### config.mk
export PLATFORM = sky130hd
export DESIGN_NAME = fc_mac_layer
export DESIGN_NICKNAME = d
export VERILOG_FILES = /design/src/rtl/fc_mac_layer.sv
export SDC_FILE = /design/constraint.sdc
export NUM_CORES = 2
export LEC_CHECK = 0
export CORE_ASPECT_RATIO = 1.4
export CORE_UTILIZATION = 30
export DETAILED_ROUTE_END_ITERATION = 6
export DONT_BUFFER_PORTS = 1
export PLACE_DENSITY = 0.55
export SLEW_MARGIN = 20
export SYNTH_ARGS = -nofsm -noshare
export SYNTH_HDL_FRONTEND = slang
export SYNTH_SLANG_ARGS = --single-unit
### constraint.sdc
create_clock -name clk -period 14.3 [get_ports clk]
set_input_delay 0.715 -clock clk [delete_from_list [all_inputs] [get_ports clk]]
set_output_delay 0.715 -clock clk [all_outputs]
set_load 0.05 [all_outputs]
### src/rtl/fc_mac_layer.sv
// Dense layer: captures one feature vector, then streams OUT_COUNT saturated dot products
// (optionally ReLU-clamped) using an external 1-cycle-latency weight memory.
module fc_mac_layer #(
   parameter  int IN_COUNT  = 16,
   parameter  int OUT_COUNT = 10,
   parameter  int DATA_W    = 32,
   parameter  int FRAC_W    = 15,
   parameter  int RELU      = 1,
   localparam int AW        = (IN_COUNT * OUT_COUNT > 1) ? $clog2(IN_COUNT * OUT_COUNT) : 1,
   localparam int IW        = (OUT_COUNT > 1) ? $clog2(OUT_COUNT) : 1
) (
   input  logic                         clk,
   input  logic                         rst_n,
   input  logic                         in_valid,
   output logic                         in_ready,
   input  logic [IN_COUNT*DATA_W-1:0]   in_data,
   output logic                         w_en,
   output logic [AW-1:0]                w_addr,
   input  logic [DATA_W-1:0]            w_rdata,
   output logic                         out_valid,
   input  logic                         out_ready,
   output logic [DATA_W-1:0]            out_data,
   output logic [IW-1:0]                out_index,
   output logic                         out_last
);

   localparam int KW    = $clog2(IN_COUNT + 1);
   localparam int XW    = (IN_COUNT > 1) ? $clog2(IN_COUNT) : 1;
   localparam int ACC_W = 2 * DATA_W + $clog2(IN_COUNT);
   localparam logic signed [ACC_W-1:0] SAT_MAX = {{(ACC_W-DATA_W+1){1'b0}}, {(DATA_W-1){1'b1}}};
   localparam logic signed [ACC_W-1:0] SAT_MIN = {{(ACC_W-DATA_W+1){1'b1}}, {(DATA_W-1){1'b0}}};

   typedef enum logic [1:0] {S_IDLE = 2'd0, S_MAC = 2'd1, S_OUT = 2'd2} state_t;

   state_t                     state_r, state_s;
   logic signed [DATA_W-1:0]   x_r [IN_COUNT];
   logic [KW-1:0]              k_r;
   logic [IW-1:0]              n_r;
   logic signed [ACC_W-1:0]    acc_r, sum_s, shift_s;
   logic signed [2*DATA_W-1:0] prod_s;
   logic signed [DATA_W-1:0]   xsel_s, sat_s, res_s;
   logic [XW-1:0]              idx_s;
   logic                       k_end_s, last_n_s;
   logic                       in_ready_r, w_en_r, out_valid_r, out_last_r;
   logic [AW-1:0]              w_addr_r;
   logic [DATA_W-1:0]          out_data_r;
   logic [IW-1:0]              out_index_r;

   assign in_ready  = in_ready_r;
   assign w_en      = w_en_r;
   assign w_addr    = w_addr_r;
   assign out_valid = out_valid_r;
   assign out_data  = out_data_r;
   assign out_index = out_index_r;
   assign out_last  = out_last_r;

   // MAC datapath: weight read at step k-1 returns now and pairs with feature k-1
   always_comb begin
      k_end_s  = (k_r == KW'(IN_COUNT));
      last_n_s = (n_r == IW'(OUT_COUNT - 1));
      idx_s    = XW'(k_r - KW'(1));
      if (k_r != {KW{1'b0}}) begin
         xsel_s = x_r[idx_s];
      end else begin
         xsel_s = {DATA_W{1'b0}};
      end
      prod_s  = (2*DATA_W)'(xsel_s) * (2*DATA_W)'($signed(w_rdata));
      sum_s   = acc_r + ACC_W'(prod_s);
      shift_s = sum_s >>> FRAC_W;
      if (shift_s > SAT_MAX) begin
         sat_s = SAT_MAX[DATA_W-1:0];
      end else if (shift_s < SAT_MIN) begin
         sat_s = SAT_MIN[DATA_W-1:0];
      end else begin
         sat_s = shift_s[DATA_W-1:0];
      end
      if ((RELU != 0) && sat_s[DATA_W-1]) begin
         res_s = {DATA_W{1'b0}};
      end else begin
         res_s = sat_s;
      end
   end

   // Next-state logic
   always_comb begin
      state_s = state_r;
      case (state_r)
         S_IDLE:  if (in_valid) state_s = S_MAC; else state_s = S_IDLE;
         S_MAC:   if (k_end_s) state_s = S_OUT; else state_s = S_MAC;
         S_OUT: begin
            if (out_ready) begin
               if (last_n_s) state_s = S_IDLE; else state_s = S_MAC;
            end else begin
               state_s = S_OUT;
            end
         end
         default: state_s = S_IDLE;
      endcase
   end

   // State, counters, accumulator and registered outputs
   always_ff @(posedge clk or negedge rst_n) begin
      if (!rst_n) begin
         state_r     <= S_IDLE;
         k_r         <= {KW{1'b0}};
         n_r         <= {IW{1'b0}};
         acc_r       <= {ACC_W{1'b0}};
         in_ready_r  <= 1'b1;
         w_en_r      <= 1'b0;
         w_addr_r    <= {AW{1'b0}};
         out_valid_r <= 1'b0;
         out_data_r  <= {DATA_W{1'b0}};
         out_index_r <= {IW{1'b0}};
         out_last_r  <= 1'b0;
         for (int i = 0; i < IN_COUNT; i++) x_r[i] <= {DATA_W{1'b0}};
      end else begin
         state_r <= state_s;
         case (state_r)
            S_IDLE: begin
               if (in_valid) begin
                  for (int i = 0; i < IN_COUNT; i++) x_r[i] <= in_data[i*DATA_W +: DATA_W];
                  k_r        <= {KW{1'b0}};
                  n_r        <= {IW{1'b0}};
                  acc_r      <= {ACC_W{1'b0}};
                  in_ready_r <= 1'b0;
                  w_en_r     <= 1'b1;
                  w_addr_r   <= {AW{1'b0}};
               end
            end
            S_MAC: begin
               if (k_r != {KW{1'b0}}) acc_r <= sum_s;
               if (k_end_s) begin
                  out_valid_r <= 1'b1;
                  out_data_r  <= res_s;
                  out_index_r <= n_r;
                  out_last_r  <= last_n_s;
               end else begin
                  k_r <= k_r + KW'(1);
               end
               // The address register already holds n*IN_COUNT+k; it steps only while reads remain
               if (k_r == KW'(IN_COUNT - 1)) begin
                  w_en_r <= 1'b0;
               end else if (!k_end_s) begin
                  w_addr_r <= w_addr_r + AW'(1);
               end
            end
            S_OUT: begin
               if (out_ready) begin
                  out_valid_r <= 1'b0;
                  if (last_n_s) begin
                     in_ready_r <= 1'b1;
                  end else begin
                     n_r      <= n_r + IW'(1);
                     k_r      <= {KW{1'b0}};
                     acc_r    <= {ACC_W{1'b0}};
                     w_en_r   <= 1'b1;
                     w_addr_r <= w_addr_r + AW'(1);
                  end
               end
            end
            default: ;
         endcase
      end
   end

endmodule

==> flow_metrics.py <==
metrics = {
    "run_status": {
        "outcome": "finished, violations left",
        "violations": "hold timing",
    },
    "setup_path": {
        "crit_top_cell": "fa_1",
        "path_max_fanout": 38,
        "arrival_ps": 13990,
        "startpoint_type": "flop",
        "slowest_stage": "o21ba_1",
        "crit_type": "reg -> reg",
        "worstSetupEndpointType": "flop",
        "r2r_cells": 33,
        "required_ps": 14900,
        "slowest_delay_ps": 920,
    },
    "logic_synthesis": {
        "yosysUniqueCellTypes": 75,
        "synth_top_area_share_pct": 36.1,
        "netlist_area_mm2": 0.0694,
        "synthCells": 6347,
        "synth_ff_type": "dfrtp_1",
        "synth.area.top_cells": "fa_1 36%, dfrtp_1 23%, mux2_2 8.3%, inv_1 6.8%, nand2_1 4.4%",
        "ys_seq_area_share_pct": 23.0,
        "synth_edf_count": 0,
        "yosys_warnings": 0,
        "yosysTopAreaCell": "fa_1",
        "syn_area_per_cell_um2": 10.9,
        "postSynth.asyncResetShare_pct": 100,
        "syn-num-nets": 8384,
        "yosys_register_bits": 638,
    },
    "floorplanning": {
        "die_w_um": 409,
        "dieHeight_um": 571,
        "io_pins": 596,
        "rows": 208,
        "core_area_mm2": 0.230,
        "initial_core_util_pct": 30.2,
        "die-area_mm2": 0.233,
    },
    "cells_and_area": {
        "final_cells": 9303,
        "final_cell_mix": "1258 x inv_1, 1252 x fa_1, 814 x nand2_1",
        "final_core_util_pct": 32.9,
        "layout.nets": 8179,
        "drive_gt1_share_pct": 14.6,
        "final_common_cell": "inv_1",
        "syn_to_final_growth_pct": 9.00,
    },
    "clock_tree": {
        "htree_levels": 3,
        "clk_latency_ps": 690,
        "clockBufferDepth": 3,
        "clock-sinks": 638,
        "cts_resized": 0,
        "cts_buffers": 72,
        "clk_pin_slew_ps": 60,
        "cts_tree": "yes",
        "cts_setup_buffers": 0,
        "root_buffer": "clkbuf_16",
    },
    "timing": {
        "hold_violations": 9,
        "setup_tns_ps": 0,
        "clock.fmax_mhz": 74.6,
        "worst_hold_slack_ps": -16.9,
        "setup_viol": 0,
        "rsz0062_at_grt": "no",
        "finalCritPeriodShare_pct": 93.7,
        "slew_viol_final": 0,
        "finClkSkew_ps": 45.8,
        "final.min_clock_period_ps": 13400,
        "maxSlewHeadroom_pct": 18.7,
        "worst_slew_pin_slew_ps": 1210,
    },
    "placed_design": {
        "dpl.cell_count": 9107,
        "hpwl_mm": 180,
        "portBuffers": 0,
        "place.gp.congestion": 0.917,
    },
    "global_routing": {
        "gr-usage-all-layers_pct": 18.8,
        "grt_max_degree": 639,
        "antenna_found_initial": 117,
        "overflow": 0,
        "grt_pass1_vias": 51237,
        "grt_first_pass_wirelength_mm": 329,
    },
    "drt": {
        "initialDrtViolationCount": 2390,
        "vias_per_cell": 4.89,
        "wire_per_inst_um": 23.4,
        "firstDrtPassIters": 5,
        "ant_nets": 0,
        "vias": 45475,
        "totalWireLength_mm": 217,
        "drc": 0,
    },
    "job": {
        "cap_viol_max_count": 0,
    },
    "min_path": {
        "holdCritPathClass": "in -> async",
    },
}
==> cells by family after synthesis <==
logic type,count (synthesis),share of synthesized area (%)
simple gates,1384,9.24
mux,673,12.9
fa+ha+maj,1489,40.4
buf+inv,1617,8.84
compound gates,473,4.72
flops,638,23.0
other cells,1,0.00540
xor+xnor,72,0.908
==> cells in the mapped netlist (all sizes together), types with 53 or more instances <==
| master | instances |
|---|---|
| a211oi | 81 |
| a21oi | 98 |
| a22o | 53 |
| and2 | 322 |
| buf | 57 |
| clkbuf | 298 |
| dfrtp | 637 |
| fa | 1252 |
| ha | 237 |
| inv | 1262 |
| mux2 | 512 |
| mux4 | 128 |
| nand2 | 823 |
| nor2 | 77 |
| o21ai | 106 |
==> final cells by class <==
class,count,area [µm²]
inverters,1262,4740
well taps,3045,3810
fillers,23268,154000
clock inverters,28,382
flip-flops and latches,638,16000
clock buffers,100,2090
multi-input cells,4092,47800
diodes,62,155
repair buffers,76,736
==> state kept, by name, indices dropped and copies added (netlist names) <==
name	cells
in_ready	1
w_addr	8
out_last	1
n_r	4
k_r	5
w_en	1
out_valid	1
x_r	512
out_data	31
acc_r	68
state_r	2
out_index	4
==> per-layer routing <==
layer	up-vias	routed length, µm	GRT usage, %
li1	19319	-	-
met5	-	289	0
met2	1367	119000	35.4
met1	24301	73500	19.5
met4	50	10900	8.78
met3	438	13800	4.50
==> through the flow <==
| step | area [µm²] | setup slack, ps |
|---|---|---|
| after CTS | 75400 | 1140 |
| final | 75700 | 903 |
| after floorplan | 69400 | 756 |
| after global placement | 72900 | 1380 |
| after global routing | 75600 | 204 |
| after detailed placement | 72900 | 1200 |
==> critical path: cells and delay by family (launching register included) <==
family / cells / cell delay, ps
and+or+nand+nor: 3 / 710
adders and majority gates: 10 / 6060
muxes: 1 / 580
buffers and inverters: 7 / 1490
xor gates and xnor gates: 1 / 200
AOI/OAI and AO/OA: 11 / 3690
DFF: 1 / 500
==> worst paths after layout <==
check | start | slack (ps) | endpoint
setup / recovery | k_r[0]$_DFFE_PN0P_ | 900 | out_data[2]$_DFFE_PN0P_
hold / removal | rst_n | -20 | x_r[457]$_DFFE_PN0P_
setup reg to reg | k_r[0]$_DFFE_PN0P_ | 900 | out_data[2]$_DFFE_PN0P_
hold reg to reg | acc_r[46]$_DFFE_PN0P_ | 490 | acc_r[46]$_DFFE_PN0P_
max in group asynchronous | rst_n | 12070 | x_r[92]$_DFFE_PN0P_
min in group clk | in_data[191] | 170 | x_r[351]$_DFFE_PN0P_
Power is left out: the tool's default activity adds up to more than one toggle a clock period on the data nets, which glitch-free logic cannot reach.
